**src/rtl/cmp_result_tracker_pkg.sv**
```systemverilog
// Shared encodings for the comparator result tracker: FSM states, result codes
// and the priority helper that maps a comparator result onto a code.
package cmp_result_tracker_pkg;

    typedef enum logic [1:0] {
        IDLE  = 2'd0,
        TRACK = 2'd1,
        MATCH = 2'd2,
        ERR   = 2'd3
    } trkState_e;

    localparam logic [1:0] CODE_NONE = 2'b00;
    localparam logic [1:0] CODE_LT   = 2'b01;
    localparam logic [1:0] CODE_GT   = 2'b10;
    localparam logic [1:0] CODE_EQ   = 2'b11;

    // Multi-hot results resolve eq > gt > lt
    function automatic logic [1:0] resultCode(input logic eq, input logic gt, input logic lt);
        if (eq)      return CODE_EQ;
        else if (gt) return CODE_GT;
        else if (lt) return CODE_LT;
        else         return CODE_NONE;
    endfunction

endpackage

```
**src/rtl/cmp_result_tracker_sat_counter.sv**
```systemverilog
// Saturating up-counter with synchronous reset and a synchronous clear that
// overrides increment; holds at all-ones instead of wrapping.
module sat_counter #(
    parameter int W = 8
) (
    input  logic         clk,
    input  logic         rst,
    input  logic         clr,
    input  logic         inc,
    output logic [W-1:0] q
);

    always_ff @(posedge clk) begin
        if (rst || clr) begin
            q <= '0;
        end else if (inc && (q != '1)) begin
            q <= q + W'(1);
        end
    end

endmodule

```
**src/rtl/cmp_result_tracker.sv**
```systemverilog
// Tracks accepted 2-bit comparator results: saturating outcome counts, eq streak
// and MATCH detection. Optional CMP_ONEHOT_CHECK_EN traps multi-hot results in ERR.
module cmp_result_tracker
    import cmp_result_tracker_pkg::*;
#(
    parameter int CNT_W    = 8,
    parameter int STREAK_N = 3
) (
    input  logic             clk,
    input  logic             rst,
    input  logic             clear,
    input  logic             in_valid,
    input  logic             in_eq,
    input  logic             in_gt,
    input  logic             in_lt,
    output logic             out_valid,
    output logic [1:0]       last_code,
    output logic [CNT_W-1:0] eq_cnt,
    output logic [CNT_W-1:0] gt_cnt,
    output logic [CNT_W-1:0] lt_cnt,
    output logic [CNT_W-1:0] streak_cnt,
    output logic             match,
    output logic             err
);

    localparam logic [CNT_W-1:0] STREAK_TGT = CNT_W'(STREAK_N);

    trkState_e        state;
    trkState_e        nextState;
    logic             softRst;
    logic             multiHot;
    logic             frozen;
    logic             accept;
    logic             isEq;
    logic             isGt;
    logic             isLt;
    logic [CNT_W-1:0] streakNext;

    assign softRst = rst | clear;

`ifdef CMP_ONEHOT_CHECK_EN
    logic errQ;
    assign multiHot = (in_eq & in_gt) | (in_eq & in_lt) | (in_gt & in_lt);
    assign frozen   = (state == ERR);
    assign err      = errQ;
`else
    assign multiHot = 1'b0;
    assign frozen   = 1'b0;
    assign err      = 1'b0;
`endif

    assign accept = in_valid & (in_eq | in_gt | in_lt) & ~multiHot & ~frozen;
    assign isEq   = in_eq;
    assign isGt   = ~in_eq & in_gt;
    assign isLt   = ~in_eq & ~in_gt & in_lt;

    // FSM decides on the streak value the counter will hold after this edge
    assign streakNext = !isEq ? '0 :
                        (streak_cnt == '1) ? streak_cnt : streak_cnt + CNT_W'(1);
    assign nextState  = (isEq && (streakNext >= STREAK_TGT)) ? MATCH : TRACK;

    sat_counter #(.W(CNT_W)) uEqCnt (
        .clk(clk), .rst(softRst), .clr(1'b0), .inc(accept & isEq), .q(eq_cnt)
    );
    sat_counter #(.W(CNT_W)) uGtCnt (
        .clk(clk), .rst(softRst), .clr(1'b0), .inc(accept & isGt), .q(gt_cnt)
    );
    sat_counter #(.W(CNT_W)) uLtCnt (
        .clk(clk), .rst(softRst), .clr(1'b0), .inc(accept & isLt), .q(lt_cnt)
    );
    sat_counter #(.W(CNT_W)) uStreakCnt (
        .clk(clk), .rst(softRst), .clr(accept & ~isEq), .inc(accept & isEq), .q(streak_cnt)
    );

    always_ff @(posedge clk) begin
        if (softRst) begin
            state     <= IDLE;
            last_code <= CODE_NONE;
            out_valid <= 1'b0;
            match     <= 1'b0;
`ifdef CMP_ONEHOT_CHECK_EN
            errQ      <= 1'b0;
`endif
        end else begin
            out_valid <= accept;
`ifdef CMP_ONEHOT_CHECK_EN
            if (in_valid && multiHot && !frozen) begin
                state <= ERR;
                match <= 1'b0;
                errQ  <= 1'b1;
            end
`endif
            if (accept) begin
                state     <= nextState;
                match     <= (nextState == MATCH);
                last_code <= resultCode(in_eq, in_gt, in_lt);
            end
        end
    end

endmodule

```
**config.mk**
```make
export PLATFORM = sky130hd
export DESIGN_NAME = cmp_result_tracker
export DESIGN_NICKNAME = d
export VERILOG_FILES = /design/src/rtl/cmp_result_tracker_pkg.sv /design/src/rtl/cmp_result_tracker_sat_counter.sv /design/src/rtl/cmp_result_tracker.sv
export SDC_FILE = /design/constraint.sdc
export NUM_CORES = 1
export LEC_CHECK = 0
export ABC_CLOCK_PERIOD_IN_PS = 4810
export CAP_MARGIN = 20
export CORE_MARGIN = 10
export CORE_UTILIZATION = 50
export CTS_BUF_LIST = sky130_fd_sc_hd__clkbuf_8
export DETAILED_ROUTE_END_ITERATION = 10
export HOLD_SLACK_MARGIN = 0.1
export PLACE_DENSITY = 0.82
export SLEW_MARGIN = 20
export SYNTH_ARGS = -nofsm -noshare
export SYNTH_HDL_FRONTEND = slang
export SYNTH_SLANG_ARGS = --single-unit
export TNS_END_PERCENT = 1
```
**constraint.sdc**
```tcl
create_clock -name clk -period 4.81 [get_ports clk]
set_clock_uncertainty 0.15 [all_clocks]
set_input_delay 1.2025 -clock clk [delete_from_list [all_inputs] [get_ports clk]]
set_output_delay 1.2025 -clock clk [all_outputs]
set_load 0.02 [all_outputs]
```
==> summary.txt <==
Status
  • Status: finished clean

Timing
  • Unrepaired setup endpoints after global routing: false
  • Final setup fails: 0
  • Tcrit/Tclk final: 59.5%
  • Slew Limit Fails: 0
  • Slew headroom: 45.4%
  • Min Clock Period, post-route: 2.86 ns
  • Fmax: 350 MHz
  • Setup_tns: 0 ns
  • Endpoints failing hold: 0
  • Worst-Margin Slew: about 0.82 ns

Synth
  • Post-synthesis cell area: roughly 1800 sq um
  • Synth cell types: 46
  • Yosys reg bits: 36
  • Largest family of logic cells by synthesized area: simple AND/OR/NAND/NOR gates
  • Main synth FF type: dfxtp_1
  • Sequential area share after synthesis: around two fifths
  • Synth Area in Compound Gates: 18.0%
  • Synth Instances: 203
  • Syn_area_per_cell: 8.86 sq um
  • EDFF count, synth: 0
  • Synth Area in Adders: approximately 3.5%
  • Simple-gate share of the synthesized area: 25.2%
  • Async SR Flop Fraction: 0%
  • XOR/XNOR Fraction of Synth Area: 5.36%
  • Syn nets: 215
  • Post-synthesis mux area share: about 3.3%
  • Yosys warns: 0

Floorplanning
  • Initial Util: 52.6%
  • Die Span Y: 80.0 um
  • Core Region: 3420 sq um
  • Ports: 44
  • Die W: 80.0 um
  • Row count: 21
  • Die ar.: 6390 sq um

Power and ir drop
  • Power per cell area: 260 nW/um^2
  • Lkg Pwr: 0.799 nW
  • Max VDD drop: about 0.15 mV

Setup path
  • Worst setup EP type: flip-flop
  • CP Max Fanout: 9
  • WP data arrival: between 2 and 3 ns
  • CP startpoint kind: input pin
  • Setup CP Type: in2reg
  • Reg2Reg Setup Slack: 2.87 ns
  • Reg-to-Reg Start: uStreakCnt.q[1]$_SDFFE_PP0P_
  • Critical Path RT: 4.88 ns
  • CP startpoint: in_eq

Placed design
  • Post-Place Cells: 282
  • Placer Congestion: 0.870
  • Post-DP HPWL: 3070 um
  • Port bufs: 42

Clock network
  • CTS HTree Levels: 2
  • Clock Tree Buf Depth: 2
  • TritonCTS clock tree: yes
  • Post-CTS Setup Repair Bufs: 0
  • Post_cts resized: 0
  • CTS buffer count: 5
  • Worst-Skew Late Latency: 0.29 ns
  • Clock Tree Root: clkbuf_8
  • CTS clock-pin slew for the worst setup and hold paths: about 0.08 ns
  • Hold-fix buffers, CTS: 0
  • Clk sink count: 36

Route
  • Routed WL per cell: 14.5 um
  • DRT Pass-1 Iters: 4
  • Drc violations: 0
  • Post-Route WL: around 4200 um
  • Iteration-0 DRC Markers: ~140
  • Total number of vias: 1618
  • Antenna violation net count after detailed routing: 0
  • Vias per std cell: 5.58

Job
  • Max-cap violations: 0

Global routing
  • Met3 usage: 5.97%
  • GRT Max-Usage Layer: met2
  • Total Routing Usage GR: 13.4%
  • M2 GR Usage: roughly a fifth
  • Initial antenna violation count: 0
  • Vias in the first global route: 1497
  • Met1 usage: 15.6%
  • Total gr overflow: 0
  • Largest net degree at the start of global routing: 25
  • Global-route wire length before repair: 6950 um

Finish
  • Fillers: 280
  • Post-Layout Cell Count: 290
  • N_diodes: 0
  • Ratio of cells with drive above 1 in the final layout: 4.92%
  • Commonest non-fill, non-tap cells in the layout: clkdlybuf4s50_1 (42), dfxtp_1 (36), nor2_1 (18)
  • Most common cell after layout, fill and taps aside: clkdlybuf4s50_1
  • Synthesis-to-layout area growth: 29.5%
  • Final #Nets: 255

Worst hold path
  • HP Class: reg2reg
  • Hold_sp: last_code[1]$_SDFFE_PP0P_
-- metrics by stage --
step | total power, mW | util, % | hold WS (ns) | setup WS (ns) | instance area (sq um)
3_3_place_gp | 0.347 | 64.9 | 0.314 | 1.72 | 2220
4_1_cts | 0.610 | 68.2 | 0.338 | 1.98 | 2330
5_1_grt | 0.629 | 68.2 | 0.376 | 1.84 | 2330
6_report | 0.604 | 68.2 | 0.334 | 1.95 | 2330
3_5_place_dp | 0.347 | 64.9 | 0.327 | 1.68 | 2220
2_1_floorplan | 0.334 | - | 0.378 | 2.29 | 1800
-- power by group --
group	switching, mW	internal (mW)	total, mW
clock network	0.111	0.153	0.264
logic	0.0219	0.0154	0.0373
registers	0.00265	0.301	0.303
-- worst max-delay path, cell delays in order --
cell and delay, ns:
clkdlybuf4s50_1 0.61, and2_1 0.26, nand4_1 0.25, or4_1 0.46
a21oi_1 0.14
-- synth_stat cells (2+ instances only) --
cell type	instances	area share, %
dfxtp_1	36	40
nor2_1	18	3.8
a21oi_1	15	4.2
nand3_1	12	3.3
nand2_1	9	1.9
nand4_1	8	2.8
xor2_1	8	3.9
o21ai_0	7	1.9
mux2i_1	6	3.3
nor3_1	6	1.7
or3_1	6	2.1
and3_1	5	1.7
ha_1	5	3.5
inv_1	5	1.0
o21a_1	5	2.1
o21ai_1	4	1.1
o31ai_1	4	1.7
clkbuf_1	3	0.63
o211ai_1	3	1.3
or4_1	3	1.3
xnor2_1	3	1.5
buf_2	2	0.56
buf_4	2	0.83
buf_6	2	1.3
nand2b_1	2	0.70
nor3b_1	2	0.83
nor4_1	2	0.70
o41ai_1	2	0.97
-- per-layer routing --
layer	vias up	routed length [um]
li1	830	-
met1	737	1870
met2	44	1910
met3	7	333
met4	0	81
met5	-	0
-- final cells by class --
cell class	count	area (sq um)	area share [%]
clock buffers	5	68.8	2.96
well taps	46	57.6	2.47
repair buffers	42	420	18.1
flip-flops and latches	36	721	31.0
clock inverters	3	42.5	1.83
multi-input cells	153	1000	42.9
inverters	5	18.8	0.806
-- kinds of logic (layout without fill, tap and decap cells) --
group           count (synthesis)  in the layout
compound gates                 49             49
xor+xnor                       11             11
fa+ha+maj                       5              5
buf+inv                        14             55
flops                          36             36
mux                             6              6
other cells                     1              1
simple gates                   81             81
-- worst paths after layout --
path | endpoint | cells past startpoint
worst max-delay path | uEqCnt.q[5]$_SDFFE_PP0P_ | 5
worst min register to register | last_code[1]$_SDFFE_PP0P_ | 2
worst min-delay path | last_code[1]$_SDFFE_PP0P_ | 2
worst max register to register | uStreakCnt.q[7]$_SDFFE_PP0P_ | 5
-- registers in the layout (all words and copies together) (netlist names) --
| signal | cells |
|---|---|
| last_code | 2 |
| match | 1 |
| out_valid | 1 |
| uEqCnt.q | 8 |
| uGtCnt.q | 8 |
| uLtCnt.q | 8 |
| uStreakCnt.q | 8 |
(Power assumes the default switching activity.)
